[config.mk]
export PLATFORM = sky130hd
export DESIGN_NAME = node_id_recycler_flat
export DESIGN_NICKNAME = d
export VERILOG_FILES = /design/src/rtl/node_id_recycler_if.sv /design/src/rtl/node_id_recycler.sv /design/src/flat_wrapper.sv
export SDC_FILE = /design/constraint.sdc
export NUM_CORES = 1
export LEC_CHECK = 0
export ABC_AREA = 1
export CORE_UTILIZATION = 40
export CTS_CLUSTER_DIAMETER = 50
export CTS_CLUSTER_SIZE = 10
export DETAILED_ROUTE_END_ITERATION = 7
export PLACE_DENSITY = 0.72
export SLEW_MARGIN = 0
export SYNTH_ARGS = -nofsm -noshare
export SYNTH_HDL_FRONTEND = slang
export SYNTH_SLANG_ARGS = --single-unit
[constraint.sdc]
create_clock -name clk -period 2.2 [get_ports clk]
set_clock_uncertainty 0.15 [all_clocks]
set_input_delay 0.44 -clock clk [delete_from_list [all_inputs] [get_ports clk]]
set_output_delay 0.44 -clock clk [all_outputs]
set_load 0.01 [all_outputs]
[src/rtl/node_id_recycler_if.sv]
// Freed-ID / allocation handshake bundle for node_id_recycler.
// The slave modport is the recycler; the master modport is the mutation engine.
interface node_id_recycler_if #(
  parameter int unsigned MAX_RECYCLE = 8,
  parameter int unsigned DATA_WIDTH  = 8
);
  logic                           free_valid;
  logic [DATA_WIDTH-1:0]          free_id;
  logic                           free_ready;
  logic                           alloc_req;
  logic                           alloc_valid;
  logic [DATA_WIDTH-1:0]          alloc_id;
  logic                           alloc_recycled;
  logic                           alloc_err;
  logic [$clog2(MAX_RECYCLE):0]   count;
  logic                           empty;
  logic                           full;
  logic                           dup_drop;

  modport master (
    output free_valid, free_id, alloc_req,
    input  free_ready, alloc_valid, alloc_id, alloc_recycled, alloc_err,
           count, empty, full, dup_drop
  );

  modport slave (
    input  free_valid, free_id, alloc_req,
    output free_ready, alloc_valid, alloc_id, alloc_recycled, alloc_err,
           count, empty, full, dup_drop
  );
endinterface

[src/rtl/node_id_recycler.sv]
// Recycles freed node IDs oldest-first, falling back to a saturating fresh-ID counter.
// Optional macro RECYCLE_DUP_CHECK_EN drops freed IDs already held in the FIFO.
module node_id_recycler #(
  parameter int unsigned MAX_RECYCLE    = 8,
  parameter int unsigned DATA_WIDTH     = 8,
  parameter int unsigned NUM_INIT_NODES = 8
) (
  input  logic              clk,
  input  logic              rst,
  node_id_recycler_if.slave bus
);
  localparam int unsigned PTR_W = $clog2(MAX_RECYCLE);
  localparam int unsigned CNT_W = PTR_W + 1;
  localparam logic [DATA_WIDTH-1:0] INVALID_ID = '1;

  logic [DATA_WIDTH-1:0] mem [MAX_RECYCLE];
  logic [PTR_W-1:0]      head;
  logic [PTR_W-1:0]      tail;
  logic [CNT_W-1:0]      count_q;
  logic [DATA_WIDTH-1:0] fresh;
  logic [DATA_WIDTH-1:0] alloc_id_q;
  logic                  alloc_valid_q;
  logic                  alloc_recycled_q;
  logic                  alloc_err_q;

  logic empty_w;
  logic full_w;
  logic push_try;
  logic push;
  logic pop;
  logic dup_hit;

  assign empty_w  = (count_q == '0);
  assign full_w   = (count_q == CNT_W'(MAX_RECYCLE));
  assign push_try = bus.free_valid && !full_w && (bus.free_id != INVALID_ID);
  assign push     = push_try && !dup_hit;
  assign pop      = bus.alloc_req && !empty_w;

`ifdef RECYCLE_DUP_CHECK_EN
  logic [PTR_W-1:0] slot_off [MAX_RECYCLE];
  logic             dup_drop_q;

  // A slot is live when its distance from head (mod depth) is below the occupancy.
  always_comb begin
    dup_hit = 1'b0;
    for (int unsigned i = 0; i < MAX_RECYCLE; i++) begin
      slot_off[i] = PTR_W'(i) - head;
      if ((CNT_W'(slot_off[i]) < count_q) && (mem[i] == bus.free_id)) begin
        dup_hit = 1'b1;
      end
    end
  end

  always_ff @(posedge clk or negedge rst) begin
    if (!rst) begin
      dup_drop_q <= 1'b0;
    end else begin
      dup_drop_q <= push_try && dup_hit;
    end
  end

  assign bus.dup_drop = dup_drop_q;
`else
  assign dup_hit      = 1'b0;
  assign bus.dup_drop = 1'b0;
`endif

  always_ff @(posedge clk) begin
    if (push) begin
      mem[tail] <= bus.free_id;
    end
  end

  always_ff @(posedge clk or negedge rst) begin
    if (!rst) begin
      head             <= '0;
      tail             <= '0;
      count_q          <= '0;
      fresh            <= DATA_WIDTH'(NUM_INIT_NODES);
      alloc_id_q       <= '1;
      alloc_valid_q    <= 1'b0;
      alloc_recycled_q <= 1'b0;
      alloc_err_q      <= 1'b0;
    end else begin
      alloc_valid_q    <= bus.alloc_req;
      alloc_recycled_q <= 1'b0;
      alloc_err_q      <= 1'b0;
      if (bus.alloc_req) begin
        if (!empty_w) begin
          alloc_id_q       <= mem[head];
          alloc_recycled_q <= 1'b1;
          head             <= head + 1'b1;
        end else if (fresh != INVALID_ID) begin
          alloc_id_q <= fresh;
          fresh      <= fresh + 1'b1;
        end else begin
          alloc_id_q  <= INVALID_ID;
          alloc_err_q <= 1'b1;
        end
      end
      if (push) begin
        tail <= tail + 1'b1;
      end
      // Push into an empty FIFO is not bypassed to a same-cycle pop (pop comes from fresh).
      case ({push, pop})
        2'b10:   count_q <= count_q + 1'b1;
        2'b01:   count_q <= count_q - 1'b1;
        default: count_q <= count_q;
      endcase
    end
  end

  assign bus.free_ready     = !full_w;
  assign bus.alloc_valid    = alloc_valid_q;
  assign bus.alloc_id       = alloc_id_q;
  assign bus.alloc_recycled = alloc_recycled_q;
  assign bus.alloc_err      = alloc_err_q;
  assign bus.count          = count_q;
  assign bus.empty          = empty_w;
  assign bus.full           = full_w;
endmodule

[src/flat_wrapper.sv]
// flat-port wrapper written by rule: the top's interface ports become plain ports
module node_id_recycler_flat 
#(
  parameter int unsigned MAX_RECYCLE    = 8,
  parameter int unsigned DATA_WIDTH     = 8,
  parameter int unsigned NUM_INIT_NODES = 8
)
  (clk, rst, bus_free_valid, bus_free_id, bus_alloc_req, bus_free_ready, bus_alloc_valid, bus_alloc_id, bus_alloc_recycled, bus_alloc_err, bus_count, bus_empty, bus_full, bus_dup_drop);
  node_id_recycler_if #(.MAX_RECYCLE(MAX_RECYCLE), .DATA_WIDTH(DATA_WIDTH)) bus_i ();
  input  logic clk;
  input  logic rst;
  input wire logic [$bits(bus_i.free_valid)-1:0] bus_free_valid;
  input wire logic [$bits(bus_i.free_id)-1:0] bus_free_id;
  input wire logic [$bits(bus_i.alloc_req)-1:0] bus_alloc_req;
  output wire logic [$bits(bus_i.free_ready)-1:0] bus_free_ready;
  output wire logic [$bits(bus_i.alloc_valid)-1:0] bus_alloc_valid;
  output wire logic [$bits(bus_i.alloc_id)-1:0] bus_alloc_id;
  output wire logic [$bits(bus_i.alloc_recycled)-1:0] bus_alloc_recycled;
  output wire logic [$bits(bus_i.alloc_err)-1:0] bus_alloc_err;
  output wire logic [$bits(bus_i.count)-1:0] bus_count;
  output wire logic [$bits(bus_i.empty)-1:0] bus_empty;
  output wire logic [$bits(bus_i.full)-1:0] bus_full;
  output wire logic [$bits(bus_i.dup_drop)-1:0] bus_dup_drop;
  assign bus_i.free_valid = bus_free_valid;
  assign bus_i.free_id = bus_free_id;
  assign bus_i.alloc_req = bus_alloc_req;
  assign bus_free_ready = bus_i.free_ready;
  assign bus_alloc_valid = bus_i.alloc_valid;
  assign bus_alloc_id = bus_i.alloc_id;
  assign bus_alloc_recycled = bus_i.alloc_recycled;
  assign bus_alloc_err = bus_i.alloc_err;
  assign bus_count = bus_i.count;
  assign bus_empty = bus_i.empty;
  assign bus_full = bus_i.full;
  assign bus_dup_drop = bus_i.dup_drop;
  node_id_recycler #(.MAX_RECYCLE(MAX_RECYCLE), .DATA_WIDTH(DATA_WIDTH), .NUM_INIT_NODES(NUM_INIT_NODES)) u_core (.clk(clk), .rst(rst), .bus(bus_i));
endmodule
==> Yosys cells after proc, flatten, opt, wreduce, memory -nomap -nowiden <==
Memory sizes are Yosys's and may differ from the RTL's.
Index checks and enable logic that the tools add are counted.
{ "op_classes": {"add_sub_neg": 5, "reduce_logical": 9, "muxes": 10, "bitwise_logic": 1, "n_eq_ne": 5} }
{ "ops": {"columns": ["cell", "n"], "rows": [
  ["two-way mux 8 bit", 2],
  ["!= test 8 bit, second input constant", 2],
  ["adder 8 x 1 -> 8 bit, second input constant", 1],
  ["case mux 4 bit (2 select lines)", 1],
  ["two-way mux 1 bit", 7],
  ["adder 3 x 1 -> 3 bit, second input constant", 2],
  ["adder 4 x 1 -> 4 bit, second input constant", 1],
  ["equality test 4 bit, second input constant", 1],
  ["zero test 4 bit", 1],
  ["subtractor 4 x 1 -> 4 bit, second input constant", 1],
  ["logical AND 1 bit", 3],
  ["AND reduction 3 bit", 1],
  ["equality test 2 x 1 -> 1 bit, second input constant", 1],
  ["equality test 2 bit, second input constant", 1],
  ["zero test 1 bit", 2],
  ["AND reduction 2 bit", 1],
  ["nonzero test 2 bit", 1],
  ["inverter 1 bit", 1]
]} }
{ "totals": {"word_cells": 39, "output_inout_bits": 19, "mem_bits_rw": 64, "mem_count": 1, "register_bits": 29, "inputBits": 12} }
{ "memory_table": {"columns": ["name", "words", "width", "read_ports", "rd_clocked_by_memory_dff", "wr", "line", "text"], "rows": [
  ["u_core.mem", 8, 8, 1, 0, 1, "node_id_recycler.sv:16", "logic [DATA_WIDTH-1:0] mem [MAX_RECYCLE];"]
]} }

==> Longest topological paths before layout <==
{ "depth": {"word_depth": 6, "mapped_depth": 15, "ltp_nobuf": 14} }

==> Worst setup path after synthesis <==
No wires, ideal clock.
{ "synth_timing": {"path_type": "register -> register", "from": "register u_core.count_q[1] (netlist: u_core.bus.count[1])", "to": "register u_core.count_q[2] (netlist: u_core.bus.count[2])", "t_arrival_ps": 1998, "path_stages_with_launch": 15, "slack_ps": -76, "path_cell_list": "dfrtp_1 -> nor2_4 -> nand2_2 -> nor2_2 -> nor2_2 -> nand2_2 -> buf_6 -> ha_1 -> inv_1 -> nand2_1 -> nand2_1 -> ha_1 -> a21oi_1 -> xor2_1 -> o21ai_0"} }
{ "synth_between": {"elab_chain_len": 6, "word_cells_on_any_way": 13} }
{ "synth_rtl": {"columns": ["item", "line", "text"], "rows": [
  ["start, declared", "node_id_recycler.sv:19", "logic [CNT_W-1:0] count_q;"],
  ["start signal, assigned", "node_id_recycler.sv:106", "2'b10: count_q <= count_q + 1'b1;"],
  ["start signal, assigned", "node_id_recycler.sv:107", "2'b01: count_q <= count_q - 1'b1;"],
  ["start signal, assigned", "node_id_recycler.sv:108", "default: count_q <= count_q;"],
  ["equality test 4 bit *", "node_id_recycler.sv:34", "assign full_w = (count_q == CNT_W'(MAX_RECYCLE));"],
  ["net bus_full", "flat_wrapper.sv:22", "output wire logic [$bits(bus_i.full)-1:0] bus_full;"],
  ["zero test 1 bit *", "node_id_recycler.sv:35", "assign push_try = bus.free_valid && !full_w && (bus.free_id != INVALID_ID);"],
  ["logical AND 1 bit * (2 in series)", "node_id_recycler.sv:35", null],
  ["equality test 2 x 1 -> 1 bit or equality test 2 bit (tied branches)", "node_id_recycler.sv:105", "case ({push, pop})"],
  ["case mux 4 bit (2 select lines) or nonzero test 2 bit (tied branches)", null, null]
]} }
Mark *: on every way through the listed nets, which the timed path passes. The rest lies on a longest branch.
A chain may end at the register's enable or synchronous reset.

==> Worst setup path after layout <==
{ "layout_timing": {"from": "input bus_free_id[2]", "to": "register u_core.count_q[2] (netlist: u_core.bus.count[2])"} }
{ "layout_between": {"elab_chain_len": 4, "word_cells_on_any_way": 6} }
{ "layout_rtl": {"columns": ["item", "line", "text"], "rows": [
  ["start, declared", "flat_wrapper.sv:13", "input wire logic [$bits(bus_i.free_id)-1:0] bus_free_id;"],
  ["!= test 8 bit *", "node_id_recycler.sv:35", null],
  ["logical AND 1 bit *", "node_id_recycler.sv:35", null],
  ["equality test 2 x 1 -> 1 bit or equality test 2 bit (tied branches)", "node_id_recycler.sv:105", null],
  ["case mux 4 bit (2 select lines) or nonzero test 2 bit (tied branches)", null, null]
]} }
Every way passes the cells marked *; elsewhere a longest branch is shown, timed or not.

==> key figures <==
Clock tree
  – CTS tree: yes
  – Max clock buf depth: 2
  – Reg clk slew, reported paths: 80 ps
  – Maximum level of the CTS H-tree: 3
  – Sink Count: 93
  – TritonCTS buffer count: 9
  – Clk_lat worst skew: 350 ps
  – Clock root buffer: clkbuf_8

Global route
  – Total grt overflow: 0
  – First-pass GRT wire length: 14.1 mm
  – Vias in the first global route: between 2000 and 3000
  – Total GRT Usage: around 17%
  – Initial antenna violation count: 0
  – Pin count of the biggest net entering global routing: 33

Synthesis
  – Seq/Total Area, Yosys: 64.5%
  – FF+latch count, synth: 93
  – Avg Synthesized Cell Area: 10.6 um2
  – Unique masters post-synth: 31
  – Predominant post-synthesis flop cell: edfxtp_1
  – Post-synth ARST share: 31.2%
  – Post-synth EDFFs: 64
  – Gate count of the mapped netlist: 390
  – Synth Warn #: 0
  – Post-synth net total: 408
  – Cell area after synthesis: 4120 um2

STA
  – Fmax: between 0.4 and 0.5 GHz
  – Final Slew Violations: 0
  – Post-route clock period utilization: a little over nine tenths
  – Setup total negative slack: 0 ps
  – Crit path time final: between 2000 and 2500 ps
  – Final Setup Violations: 0
  – Worst Setup Slack, final: 84.2 ps
  – Final hold slack: 311 ps
  – Final Hold Vio Count: 0

Floorplanning
  – Core ar.: between 9000 and 10000 um2
  – Starting Density: between 40% and 50%
  – Area of the die: 10700 um2
  – Die Y: 104 um
  – Die Width: 104 um
  – Placement Rows: 36
  – IO Count: 31

Routing
  – Drt pass-1 iters: 4
  – Iter 0 DRT Violations: 267
  – Vias: 2922
  – Vias per inst: just under 5
  – Detailed Route WL: 8.54 mm
  – Final ANT Viol Nets: 0
  – DRC: 0
  – DR WL/cell: 14.5 um

Min path
  – Hold Path Stages: 2
  – Worst hold-check path type: in -> reg
  – Hold Crit Start: bus_free_id[3]
  – Hold Path Sink: u_core.mem[1][3]

Critical path
  – Slowest CP cell: clkdlybuf4s50_1
  – Reg-to-reg endpoint: u_core.bus.count[2]
  – Worst R2R Setup Slack: 90 ps
  – Largest stage delay, worst path: 430 ps
  – Crit path launch type: primary input
  – Crit Path Max Fanout: 2
  – Critical Path RT: 2280 ps
  – Worst path most repeated cell: nand2_2
  – Critical-path cell list: clkdlybuf4s50_1 -> nand2_1 -> nor2_2 -> nand2_2 -> nand2_2 -> ha_4 -> buf_4 -> nand2_1 -> nand2_2 -> ha_2 -> a21oi_2 -> xor2_1 -> o21ai_1
  – Reg-to-reg startpoint: u_core.bus.count[2]
  – Crit Path Category: in -> reg
  – Critical Path End Type: flop
  – CP top delay family: buffers and inverters
  – CP arrival: 2200 ps
  – Worst Path Buf+Inv: 2
  – Register-to-Register Path Depth: 13

Finish
  – Diodes inserted: 0
  – Non-Filler Instances: around 590
  – Design area: 5150 um2
  – FILL cells: 829
  – Area growth syn-to-layout: 24.9%
  – Final #Nets: 469
  – Share of cells above drive strength 1: 20.4%
  – Core Util, Final: 52.2%

Place
  – Worst slack at placement: -433 ps
  – RD Place Congestion: 0.851
  – Placed Cells: 570
  – Placed cell area: 4850 um2
  – Post-DP HPWL: 5.60 mm
  – Port Buffers: 29

Power
  – Total power divided by cell area: ~1200 nW/um2
  – Final Total Pwr: around 6.2 mW
  – Worst vdd ir: 683 uV
  – Leak pwr: ~2.1 nW

Outcome
  – Outcome: finished clean

Run
  – Max_cap viols: 0
[synth_stat cells, types with 2 or more instances]
master | instances | share of area (%)
nand2_4 | 2 | 0.55
nor2_1 | 45 | 4.1
dfrtp_1 | 20 | 12
nand2_1 | 107 | 9.7
clkbuf_1 | 3 | 0.27
a22oi_1 | 4 | 0.73
a21oi_1 | 2 | 0.24
ha_1 | 6 | 1.8
nor2_4 | 5 | 1.4
edfxtp_1 | 64 | 47
nor3_1 | 9 | 1.1
xnor2_1 | 6 | 1.3
buf_4 | 2 | 0.36
nand2_2 | 2 | 0.30
nor2_2 | 2 | 0.30
o21ai_0 | 24 | 2.9
buf_6 | 2 | 0.55
inv_2 | 3 | 0.27
inv_1 | 16 | 1.5
dfstp_2 | 9 | 5.7
buf_2 | 6 | 0.73
xor2_1 | 6 | 1.3
nand3_1 | 37 | 4.5
[layout make-up]
type	instances	area, um2	share of cell area (%)
Clock buffer	10	128	2.48
Clock inverter	6	87.6	1.70
Inverter	21	83.8	1.63
Multi-Input combinational cell	262	1360	26.4
Sequential cell	93	2660	51.7
Tap cell	133	166	3.23
Timing Repair Buffer	64	664	12.9
[report_power, final]
| part | internal (mW) | leakage (nW) | switching [mW] |
|---|---|---|---|
| Combinational | 1.04 | 1.06 | 1.45 |
| Sequential | 2.32 | 0.923 | 0.220 |
| Clock | 0.638 | 0.0985 | 0.570 |
[layout by cell type (no fill, tap or decap), types with 15 or more instances in the layout]
cell type	instances
inv_1	15
o21ai_0	23
nand3_1	37
dfrtp_1	17
edfxtp_1	64
clkdlybuf4s50_1	20
nor2_1	43
nand2_1	101
buf_4	27
[sequential cells by signal (all words and copies together) (netlist names)]
name / cells
u_core.bus.alloc_id: 8
u_core.tail: 3
u_core.head: 3
u_core.bus.alloc_valid: 1
u_core.bus.alloc_recycled: 1
u_core.fresh: 8
u_core.bus.count: 4
u_core.bus.alloc_err: 1
u_core.mem: 64
[layer usage]
metal | track usage [%] | up-vias | wire length, um
li1 | - | 1418 | -
met3 | 3.46 | 18 | 450
met1 | 21.3 | 1389 | 3670
met4 | 8.39 | 0 | 216
met5 | 0 | - | 0
met2 | 27.9 | 97 | 4200
[cell families after synthesis]
kind of cell               share of synthesized area (%)
and+or+nand+nor                                     23.0
DFF                                                 64.5
buffers and inverters                               4.07
AOI/OAI and AO/OA                                   4.00
xor gates and xnor gates                            2.55
adders and majority gates                           1.82
other                                             0.0909
[how the worst max path moves through the flow]
stage	slack (ps)	from	endpoint	depth (start not counted)
5_1_grt	-30	bus_free_id[2]	u_core.bus.count[2]	13
2_1_floorplan	4	u_core.bus.count[1]	u_core.bus.count[2]	14
4_1_cts	6	bus_free_id[1]	u_core.bus.count[2]	13
3_5_place_dp	-430	bus_free_id[5]	u_core.bus.count[2]	13
3_3_place_gp	-340	bus_free_id[5]	u_core.bus.count[2]	13
6_report	80	bus_free_id[2]	u_core.bus.count[2]	13
[what timing repair did]
action                                 in CTS  in global routing
buffers inserted                            2                  1
resized for setup                           6                 20
setup endpoints to repair                   4                  2
hold buffers                                0                  0
pin swaps                                   2                  3
endpoints found under the hold margin       0                  0
(Power assumes the default switching activity.)
==> edit 1 (same settings) <==
Add a define of `RECYCLE_DUP_CHECK_EN`.
--- a/src/rtl/node_id_recycler.sv
+++ b/src/rtl/node_id_recycler.sv
@@ -1,5 +1,7 @@
 // Recycles freed node IDs oldest-first, falling back to a saturating fresh-ID counter.
 // Optional macro RECYCLE_DUP_CHECK_EN drops freed IDs already held in the FIFO.
+`define RECYCLE_DUP_CHECK_EN
+
 module node_id_recycler #(
   parameter int unsigned MAX_RECYCLE    = 8,
   parameter int unsigned DATA_WIDTH     = 8,
Behaviour: not the same (a bounded check fails within 4 cycles, from zero or initial values and one cycle with rst low).
==> edit 1 against the unedited design <==
- the flow now finishes with violations (setup timing)
- area after synthesis up 33%
- critical path depth up 8
- final cell count up 63%
- total power up 46%
- via count up 66%
- sequential cell count up 1
- setup slack worse by 1000 ps
- non-clock buffer count up 92
- combinational power up 91%
- design area up 47%
- wire length up 78%
- fmax down 32%
- critical endpoint is now u_core.bus.count[3]$_DFFE_PN0P_
- highest routed layer unchanged
==> edit 1: results (changes against the unedited design) <==
metric,value,unit,change
r2r_cells,21,,was 13
place_inst,931,,was 570
status,"complete, but fails checks",,was completed
setup_ws,-919,ps,was 84.2 ps
setup_viol,73,,was 0
start_kind,flip-flop,,was input port
pre_cts_slack,-1060,ps,was -433 ps
numPortBuffers,30,,was 29
layoutNonFillerInstCount,960,,was 589
dpl_cell_area,6900,sq um,was 4850 sq um
violations,setup timing,,
synth_area_leaders,"edfxtp_1 35%, nand2_1 12%, dfrtp_1 9.6%",,"was edfxtp_1 47%, dfrtp_1 12%, nand2_1 9.7%"
peakVddDrop,0.664,mV,was 0.683 mV
wirelength,15.2,mm,was 8.54 mm
root_buffer,clkbuf_16,,was clkbuf_8
async_reset_ff_share,31.9,%,was 31.2%
vias,4856,,was 2922
holdWs,320,ps,was 311 ps
fin_tns_setup,-47310,ps,was 0 ps
hold_class,input port to asynchronous set/reset pin,,was input port to flip-flop
synthTopCellsByCount,"170 x nand2_1, 75 x inv_1, 64 x edfxtp_1",,"was 107 x nand2_1, 64 x edfxtp_1, 45 x nor2_1"
cellLeakagePower,3.33,nW,was 2.08 nW
nFillCells,1126,,was 829
grt_util_all_layers,22.4,%,was 17.0%
critPathCapture,u_core.bus.count[3]$_DFFE_PN0P_,,was u_core.bus.count[2]$_DFFE_PN0P_
crit_arrival,3210,ps,was 2200 ps
finalNetCount,811,,was 469
critical_path.max_fanout,4,,was 2
grt_max_degree,32,,was 33
post_cts_buffers,4,,was 2
## edit 1: changes by cell type in the layout (fill, tap and decap cells not counted), sizes merged, moves of 6 or more
cell	delta
nor3	-7
nand2	+61
ha	+13
inv	+74
nand3	-17
nor2	+17
nand4	+15
clkdlybuf4s50	+7
o211ai	+7
buf	+92
a21oi	+17
dlymetal6s2s	-6
xnor2	+22
o21ai	+16
## edit 1: cells by family (layout without fill, tap and decap cells)
| group | count (synthesis) | after routing | share of synthesized area (%) |
|---|---|---|---|
| flip-flops | 94 | 94 | 49.1 |
| buffers and inverters | 111 | 264 | 8.62 |
| AND/OR/NAND/NOR | 282 | 282 | 22.5 |
| AO/OA/AOI/OAI | 89 | 89 | 9.56 |
| XOR/XNOR | 35 | 35 | 5.60 |
| adder cells (fa/ha/maj) | 20 | 20 | 4.71 |
## edit 1: where the power goes
group          internal [mW]  leakage (nW)  total (mW)  switching, mW
clock                   1.00         0.158        1.68          0.677
combinational           2.19          2.24        4.77           2.58
sequential              2.34         0.935        2.66          0.320
total                   5.53          3.33        9.10           3.57
## edit 1: final cells by class
class	count	share of cell area (%)
sequential	94	35.4
multi-input combinational	426	33.8
timing repair buffer	156	18.9
inverter	91	4.72
clock buffer	9	2.97
tap	176	2.91
clock inverter	7	1.25
timing repair inverter	1	0.0991
## edit 1: critical path, delay by kind of cell (launching register included)
family / cells / cell delay (ps)
adder cells (fa/ha/maj): 4 / 880
XOR/XNOR: 2 / 310
AND/OR/NAND/NOR: 10 / 790
flip-flops: 1 / 440
buffers and inverters: 3 / 180
AO/OA/AOI/OAI: 2 / 250
## edit 1: routing by layer
metal  vias to the layer above  track usage [%]  part of all wire [%]
li1                       2360                -                     -
met1                      2313             26.8                    43
met2                       156             39.0                    50
met3                        27             5.32                   4.7
met4                         0             7.91                   2.1
met5                         -                0                     0
==> edit 2 (same flow settings) <==
Made on the original files. `MAX_RECYCLE` is set to 8 in 3 places; all go to 4.
--- a/src/rtl/node_id_recycler_if.sv
+++ b/src/rtl/node_id_recycler_if.sv
@@ -1,7 +1,7 @@
 // Freed-ID / allocation handshake bundle for node_id_recycler.
 // The slave modport is the recycler; the master modport is the mutation engine.
 interface node_id_recycler_if #(
-  parameter int unsigned MAX_RECYCLE = 8,
+  parameter int unsigned MAX_RECYCLE = 4,
   parameter int unsigned DATA_WIDTH  = 8
 );
   logic                           free_valid;
--- a/src/rtl/node_id_recycler.sv
+++ b/src/rtl/node_id_recycler.sv
@@ -1,7 +1,7 @@
 // Recycles freed node IDs oldest-first, falling back to a saturating fresh-ID counter.
 // Optional macro RECYCLE_DUP_CHECK_EN drops freed IDs already held in the FIFO.
 module node_id_recycler #(
-  parameter int unsigned MAX_RECYCLE    = 8,
+  parameter int unsigned MAX_RECYCLE    = 4,
   parameter int unsigned DATA_WIDTH     = 8,
   parameter int unsigned NUM_INIT_NODES = 8
 ) (
--- a/src/flat_wrapper.sv
+++ b/src/flat_wrapper.sv
@@ -1,7 +1,7 @@
 // flat-port wrapper written by rule: the top's interface ports become plain ports
 module node_id_recycler_flat 
 #(
-  parameter int unsigned MAX_RECYCLE    = 8,
+  parameter int unsigned MAX_RECYCLE    = 4,
   parameter int unsigned DATA_WIDTH     = 8,
   parameter int unsigned NUM_INIT_NODES = 8
 )
Ports: changed (resized bus_count); port bits go from 31 to 30. The function was not compared with the original's and may differ.
==> edit 2 against the unedited design <==
- design area is 35% lower
- register-to-register slack better by 60 ps
- sequential power down 32%
- clock power decreased by 32%
- wire length decreased by 39%
- die area fell by 35%
- total power decreased by 36%
- global-route usage shrank 0.56 points
- sequential cell count decreased by 35
- critical endpoint unchanged
- setup slack better by 63 ps
- area after synthesis down 36%
- synthesized cell count is 32% lower
- via count shrank 36%
- critical path type is now flip-flop to flip-flop
==> edit 2: results (changes against the unedited design) <==
metric,value,unit,change
synth_area_leaders,"edfxtp_1 36%, dfrtp_1 16%, nand2_1 14%",,"was edfxtp_1 47%, dfrtp_1 12%, nand2_1 9.7%"
hold_class,input port to flip-flop,,unchanged
r2r_cells,11,,was 13
drtPass1Iterations,4,,unchanged
place_congestion,0.798,,was 0.851
crit_arrival,2150,ps,was 2200 ps
top_register,u_core.mem,,unchanged
pre_cts_slack,-507,ps,was -433 ps
cellLeakagePower,1.51,nW,was 2.08 nW
rrSetupSlack,150,ps,was 90 ps
syn-num-nets,285,,was 408
viasPerCell,4.68,,was 4.96
antenna_found_initial,0,,unchanged
min-delay-start,bus_free_id[3],,unchanged
cts-htree-levels,3,,unchanged
nFillCells,576,,was 829
whs_endpoint,u_core.mem[1][3]$_DFFE_PP_,,unchanged
min_path_cells,2,,unchanged
wirelength,5.20,mm,was 8.54 mm
timing.rr.start,u_core.bus.count[1]$_DFFE_PN0P_,,was u_core.bus.count[2]$_DFFE_PN0P_
root_buffer,clkbuf_8,,unchanged
rr_endpoint,u_core.bus.count[2]$_DFFE_PN0P_,,unchanged
grt_max_degree,27,,was 33
cts_buffers,9,,unchanged
grt_pass1_vias,1739,,was 2945
synth_edf_count,32,,was 64
numPortBuffers,28,,was 29
ys_seq_area_share,61.3,%,was 64.5%
path_clk_slew,60,ps,was 80 ps
synth_cell_types,28,,was 31
async_reset_ff_share,44.8,%,was 31.2%
finalNetCount,338,,was 469
final_layout_size_suffix_gt1_share,21.9,%,was 20.4%
cts_buffer_depth,2,,unchanged
synth_warnings,0,,unchanged
synthTopCellsByCount,"98 x nand2_1, 38 x nand3_1, 32 x edfxtp_1",,"was 107 x nand2_1, 64 x edfxtp_1, 45 x nor2_1"
hpwl,3.54,mm,was 5.60 mm
critical_path.max_fanout,3,,was 2
status,completed,,unchanged
grt_first_pass_wirelength,8.56,mm,was 14.1 mm
largest_register_ffs,32,,was 64
peakVddDrop,0.545,mV,was 0.683 mV
drtIter0Drc,72,,was 267
clk_latency,330,ps,was 350 ps
grt_util_all_layers,16.4,%,was 17.0%
antenna_cells,0,,unchanged
-- edit 2: cell families (layout without fill, tap and decap cells) --
kind of cell             count (synthesis)  after routing  synth area share, %
flip-flops                              58             58                 61.3
XOR/XNOR                                 6              6                 1.98
adder cells (fa/ha/maj)                  7              7                 3.59
other                                    1              1                0.142
AND/OR/NAND/NOR                        157            157                 26.4
AO/OA/AOI/OAI                            6              6                 1.13
buffers and inverters                   31             89                 5.43
-- edit 2: per-stage QoR --
stage | utilization, % | cell area, sq um | total power, mW | std cells | hold WS, ps
5_1_grt | 52.7 | 3370 | 4.28 | 401 | 285
4_1_cts | 52.0 | 3320 | 4.02 | 400 | 324
2_1_floorplan | - | 2660 | 2.57 | 266 | -5.59
3_3_place_gp | 49.0 | 3130 | 3.11 | 383 | 330
6_report | 52.7 | 3370 | 4.01 | 401 | 287
3_5_place_dp | 49.0 | 3130 | 3.16 | 383 | 341
-- edit 2: routing by layer --
layer / vias up / routed length [um] / GRT usage (%)
met2: 47 / 2520 / 25.2
met1: 857 / 2330 / 21.3
met4: 0 / 80 / 6.11
met3: 9 / 268 / 5.96
met5: - / 0 / 0
li1: 964 / - / -
-- edit 2: area by class of cell --
type                       count  area share (%)
timing repair buffer          48            13.2
tap                           77            2.86
inverter                      25            3.08
clock inverter                 4           0.594
sequential                    58            48.2
multi-input combinational    177            27.8
clock buffer                  12            4.31
-- edit 2: worst max path at each step --
stage / from / slack [ps] / cells past startpoint / to
2_1_floorplan: u_core.bus.count[1]$_DFFE_PN0P_ / 20 / 11 / u_core.bus.count[2]$_DFFE_PN0P_
3_3_place_gp: bus_free_id[7] / -450 / 11 / u_core.bus.count[2]$_DFFE_PN0P_
3_5_place_dp: bus_free_id[7] / -510 / 11 / u_core.bus.count[2]$_DFFE_PN0P_
4_1_cts: u_core.bus.count[1]$_DFFE_PN0P_ / 20 / 4 / bus_full
5_1_grt: u_core.bus.count[1]$_DFFE_PN0P_ / 50 / 11 / u_core.bus.count[2]$_DFFE_PN0P_
6_report: u_core.bus.count[1]$_DFFE_PN0P_ / 150 / 11 / u_core.bus.count[2]$_DFFE_PN0P_
-- edit 2: timing repair --
| item | in CTS | in global routing |
|---|---|---|
| setup buffers | 1 | 1 |
| pin swaps | 6 | 4 |
| endpoints found under the setup margin | 2 | 35 |
| resized for setup | 9 | 15 |
-- edit 2: critical path, stage by stage (launching register included) --
cell,delay (ps)
dfrtp_1,410
nor2_4,150
nand2_2,80
inv_2,80
nor2_4,40
nand2_4,70
ha_4,120
inv_2,40
fa_2,350
or2_4,260
nand2_2,60
xor2_1,160
-- edit 2: where the power goes --
part / switching (mW) / leakage, nW / internal [mW]
sequential: 0.216 / 0.603 / 1.51
clock: 0.394 / 0.0899 / 0.431
combinational: 0.812 / 0.821 / 0.645
total: 1.42 / 1.51 / 2.59
